===== src/rtl/alu_cmd_driver.sv =====
// rtl/alu_cmd_driver.sv - command/response sequencer driving an 8-bit combinational ALU
// Accepts one command at a time, holds ALU inputs for SETTLE_CYCLES, then captures the result.
module alu_cmd_driver #(
    parameter int unsigned SETTLE_CYCLES = 1
) (
    input  logic       clk,
    input  logic       rst_n,
    input  logic       cmd_valid,
    output logic       cmd_ready,
    input  logic [2:0] cmd_op,
    input  logic [7:0] cmd_a,
    input  logic [7:0] cmd_b,
    input  logic       cmd_use_acc,
    output logic       rsp_valid,
    input  logic       rsp_ready,
    output logic [7:0] rsp_data,
    output logic       rsp_zero,
    output logic [7:0] acc,
    output logic [7:0] ops_done,
    output logic [7:0] alu_a,
    output logic [7:0] alu_b,
    output logic [2:0] alu_sel,
    input  logic [7:0] alu_out,
    input  logic       alu_zero
);

    typedef enum logic [1:0] {
        ST_IDLE = 2'd0,
        ST_EXEC = 2'd1,
        ST_RESP = 2'd2
    } state_e;

    localparam logic [3:0] CNT_LOAD = 4'(SETTLE_CYCLES - 1);

    state_e     state_q, state_d;
    logic [3:0] cnt_q, cnt_d;
    logic [7:0] alu_a_q, alu_a_d;
    logic [7:0] alu_b_q, alu_b_d;
    logic [2:0] alu_sel_q, alu_sel_d;
    logic [7:0] rsp_data_q, rsp_data_d;
    logic       rsp_zero_q, rsp_zero_d;
    logic [7:0] acc_q, acc_d;
    logic [7:0] ops_done_q, ops_done_d;

    always_ff @(posedge clk or negedge rst_n) begin
        if (!rst_n) begin
            state_q    <= ST_IDLE;
            cnt_q      <= 4'd0;
            alu_a_q    <= 8'd0;
            alu_b_q    <= 8'd0;
            alu_sel_q  <= 3'd0;
            rsp_data_q <= 8'd0;
            rsp_zero_q <= 1'b0;
            acc_q      <= 8'd0;
            ops_done_q <= 8'd0;
        end else begin
            state_q    <= state_d;
            cnt_q      <= cnt_d;
            alu_a_q    <= alu_a_d;
            alu_b_q    <= alu_b_d;
            alu_sel_q  <= alu_sel_d;
            rsp_data_q <= rsp_data_d;
            rsp_zero_q <= rsp_zero_d;
            acc_q      <= acc_d;
            ops_done_q <= ops_done_d;
        end
    end

    always_comb begin
        state_d    = state_q;
        cnt_d      = cnt_q;
        alu_a_d    = alu_a_q;
        alu_b_d    = alu_b_q;
        alu_sel_d  = alu_sel_q;
        rsp_data_d = rsp_data_q;
        rsp_zero_d = rsp_zero_q;
        acc_d      = acc_q;
        ops_done_d = ops_done_q;
        case (state_q)
            ST_IDLE: begin
                if (cmd_valid) begin
                    alu_a_d   = cmd_use_acc ? acc_q : cmd_a;
                    alu_b_d   = cmd_b;
                    alu_sel_d = cmd_op;
                    cnt_d     = CNT_LOAD;
                    state_d   = ST_EXEC;
                end
            end
            ST_EXEC: begin
                // ALU inputs have been stable for SETTLE_CYCLES once the counter drains
                if (cnt_q == 4'd0) begin
                    rsp_data_d = alu_out;
                    rsp_zero_d = alu_zero;
                    acc_d      = alu_out;
                    state_d    = ST_RESP;
                end else begin
                    cnt_d = cnt_q - 4'd1;
                end
            end
            ST_RESP: begin
                if (rsp_ready) begin
                    ops_done_d = ops_done_q + 8'd1;
                    state_d    = ST_IDLE;
                end
            end
            default: state_d = ST_IDLE;
        endcase
    end

    assign cmd_ready = (state_q == ST_IDLE);
    assign rsp_valid = (state_q == ST_RESP);
    assign rsp_data  = rsp_data_q;
    assign rsp_zero  = rsp_zero_q;
    assign acc       = acc_q;
    assign ops_done  = ops_done_q;
    assign alu_a     = alu_a_q;
    assign alu_b     = alu_b_q;
    assign alu_sel   = alu_sel_q;

endmodule


===== config.mk =====
export PLATFORM = sky130hd
export DESIGN_NAME = alu_cmd_driver
export DESIGN_NICKNAME = d
export VERILOG_FILES = /design/src/rtl/alu_cmd_driver.sv
export SDC_FILE = /design/constraint.sdc
export NUM_CORES = 1
export LEC_CHECK = 0
export CAP_MARGIN = 0
export CORE_MARGIN = 3
export CORE_UTILIZATION = 46
export DETAILED_ROUTE_END_ITERATION = 16
export GPL_ROUTABILITY_DRIVEN = 0
export PLACE_DENSITY = 0.85
export SLEW_MARGIN = 20
export SYNTH_ARGS = -nofsm -noshare
export SYNTH_HDL_FRONTEND = slang
export SYNTH_SLANG_ARGS = --single-unit

===== constraint.sdc =====
create_clock -name clk -period 2.7 [get_ports clk]
set_clock_uncertainty 0.1 [all_clocks]
set_input_delay 0.54 -clock clk [delete_from_list [all_inputs] [get_ports clk]]
set_output_delay 0.54 -clock clk [all_outputs]
set_load 0.005 [all_outputs]

==> summary.md <==
| Metric | Value |
|---|---|
| Max clock buf depth | `2` |
| Htree depth | `2` |
| Yosys cell types | `29` |
| CTS Buf Count | `5` |
| Critical Path AT | `1560 ps` |
| Syn nets | `186` |
| Cell area after synthesis | `1950 um2` |
| Total negative slack | `0 ps` |
| Total congestion overflow | `0` |
| Clock root cell | `clkbuf_8` |
| Core Rows | `23` |
| Clock transition at path regs | `80 ps` |
| Slew Viols, Final | `0` |
| Startpoint Class | `register` |
| Global-route wire length before repair | `6.71 mm` |
| Post-DR wirelength/cell | `14.9 um` |
| Unrepaired setup endpoints after global routing | `no` |
| Ys Warns | `0` |
| Final Non-Filler Cells | `272` |
| Antenna-violating nets left | `0` |
| CTS tree | `done` |
| Sequential share of the synthesized area | `0.539` |
| Minimum clock period | `2200 ps` |
| DRT iter0 DRCs | `76` |
| Syn Inst Count | `150` |
| Die width | `71.1 um` |
| Post_cts resized | `0` |
| Syn Area/Cell | `13.0 um2` |
| Starting Density | `0.480` |
| All-Layer GR Usage | `0.166` |
| Final wirelength | `4.04 mm` |
| Vias in the first global route | `1385` |
| Power Density | `1110 nW/um2` |
| Core Area | `4060 um2` |
| Worst path required time | `2060 ps` |
| Cts hold-fix bufs | `0` |
| Leak Pwr | `0.00131 uW` |
| Synth area leaders | `dfrtp_1 (54%), mux2_4 (15%), mux2i_1 (5.1%)` |
| Status | `finished clean` |
| CTS sink count | `42` |
| Setup bufs post-CTS | `0` |
| CP Capture Type | `primary output` |
| MaxCap Viol Count | `0` |
| Area growth from synthesis to layout | `43.7%` |
| Post-synth top flop | `dfrtp_1` |
| Crit-path max FO | `10` |
| EDFF count, synth | `0` |
| DR DRC count | `0` |
| Initial antenna violation count | `0` |
| IO buf count | `78` |
| Placed Cells | `264` |
| Period utilisation layout | `0.815` |
| Placed wire-length estimate | `3.00 mm` |
| First drt pass iteration count | `4` |
| Clock latency at the later pin of the worst-skew pair | `290 ps` |
| Leading area contributor after synthesis | `dfrtp_1` |
| Avg Vias per Cell | `5.03` |
| Worst Setup Slack post-DPL | `534 ps` |
| Die Y | `71.1 um` |
| Fraction of layout cells with a size suffix above 1 | `0.153` |
| Final net count | `257` |
| Ys async rst share | `1.00` |
| Fillers | `294` |
| Flops & latches, synth | `42` |
| HP Class | `input pin to async pin` |
| # IOs | `79` |
| Synth top area share | `0.539` |
| Antenna cells | `0` |
| Largest net degree at the start of global routing | `43` |
| Worst VDD drop | `0.482 mV` |
| CP Class | `register to primary output` |
| Slew headroom | `0.403` |
| FMAX | `454 MHz` |
| Final setup viols | `0` |
| Worst-margin pin slew | `895 ps` |
| Hold Vio Cnt, Final | `0` |
| DIE AREA | `5060 um2` |
| DR vias | `1369` |
| Worst Setup Slack, final | `499 ps` |
-- sequential cells by signal, summed over array words and instances (netlist names) --
| register | cells |
|---|---|
| acc | 8 |
| alu_a | 8 |
| alu_b | 8 |
| alu_sel | 3 |
| cnt_q | 4 |
| ops_done | 8 |
| rsp_zero | 1 |
| state_q | 2 |
-- cell usage in the layout (no fill, tap or decap) --
cell and n:
a22o_1 1, and2b_1 1, and3_1 1, and4b_1 1, buf_2 1, bufinv_16 1
clkbuf_8 5, clkdlybuf4s50_1 77, clkinvlp_4 2, dfrtp_1 42, ha_1 3, inv_1 3
mux2_2 2, mux2_4 20, mux2i_1 10, nand2_1 17, nand2b_1 1, nand2b_4 1
nand3_1 4, nand4_1 1, nand4b_1 1, nor2_1 3, nor3_1 4, o211ai_1 1
o21ai_0 9, o21bai_1 1, or3b_4 2, xnor2_1 3, xor2_1 4
-- cells by family (layout without fill, tap and decap cells) --
family | after synthesis | count (layout) | synth area share
AO/OA/AOI/OAI | 12 | 12 | 0.0353
XOR/XNOR | 7 | 7 | 0.0315
adder cells (fa/ha/maj) | 3 | 3 | 0.0193
buffers and inverters | 17 | 89 | 0.0571
flip-flops | 42 | 42 | 0.539
multiplexers | 32 | 32 | 0.217
AND/OR/NAND/NOR | 37 | 37 | 0.101
-- metal layers --
layer  wire, um  part of all wire  global-route usage  vias up
met3        207             0.051              0.0455       11
met5          0                 0                   0        -
met2       1930              0.48               0.262       45
met4        110             0.027              0.0752        0
li1           -                 -                   -      646
met1       1790              0.44               0.215      667
-- power breakdown --
group          total [uW]  leakage [uW]  internal [uW]  switching, uW
combinational        1470      0.000743           1000            468
sequential           1140      0.000517            906            237
clock                 492     0.0000504            275            217
-- through the flow --
stage / hold slack (ps) / total power, uW / util / cell area [um2]
after floorplan: 144 / 1940 / - / 1950
after global placement: 362 / 2590 / 0.662 / 2690
after detailed placement: 363 / 2640 / 0.662 / 2690
after CTS: 310 / 3140 / 0.690 / 2800
after global routing: 341 / 3300 / 0.690 / 2800
final: 269 / 3100 / 0.690 / 2800
-- final cells by class --
type,count,area [um2],share of cell area
inverter,3,11.3,0.00402
timing repair buffer,78,776,0.277
multi-input combinational,91,787,0.281
clock buffer,5,68.8,0.0246
sequential,42,1050,0.375
clock inverter,3,45.0,0.0161
tap,50,62.6,0.0223
-- critical path: stages (launching register included) --
cell and delay, ps:
dfrtp_1 490, nand2b_1 210, inv_1 80, clkdlybuf4s50_1 500
-- synth_stat cells (2+ instances only) --
cell	count
buf_4	8
ha_1	3
nor3_1	4
buf_2	2
mux2_2	2
nor2_1	3
nand3_1	4
xnor2_1	3
inv_1	3
xor2_1	4
mux2i_1	10
buf_6	2
dfrtp_1	42
or3b_4	2
nand2_1	17
o21ai_0	9
mux2_4	20
-- final timing paths --
| path | startpoint | end | slack, ps | cells after the start |
|---|---|---|---|---|
| worst min register to register | ops_done[7] | ops_done[7] | 370 | 1 |
| max in group asynchronous | rst_n | acc[5] | 1670 | 1 |
| worst max register to register | cnt_q[1] | acc[5] | 810 | 5 |
| worst max-delay path | state_q[0] | rsp_valid | 500 | 3 |
| worst min-delay path | rst_n | acc[7] | 270 | 1 |
| min in group clk | ops_done[7] | ops_done[7] | 370 | 1 |
No activity file was read; power rests on OpenSTA's default activity.
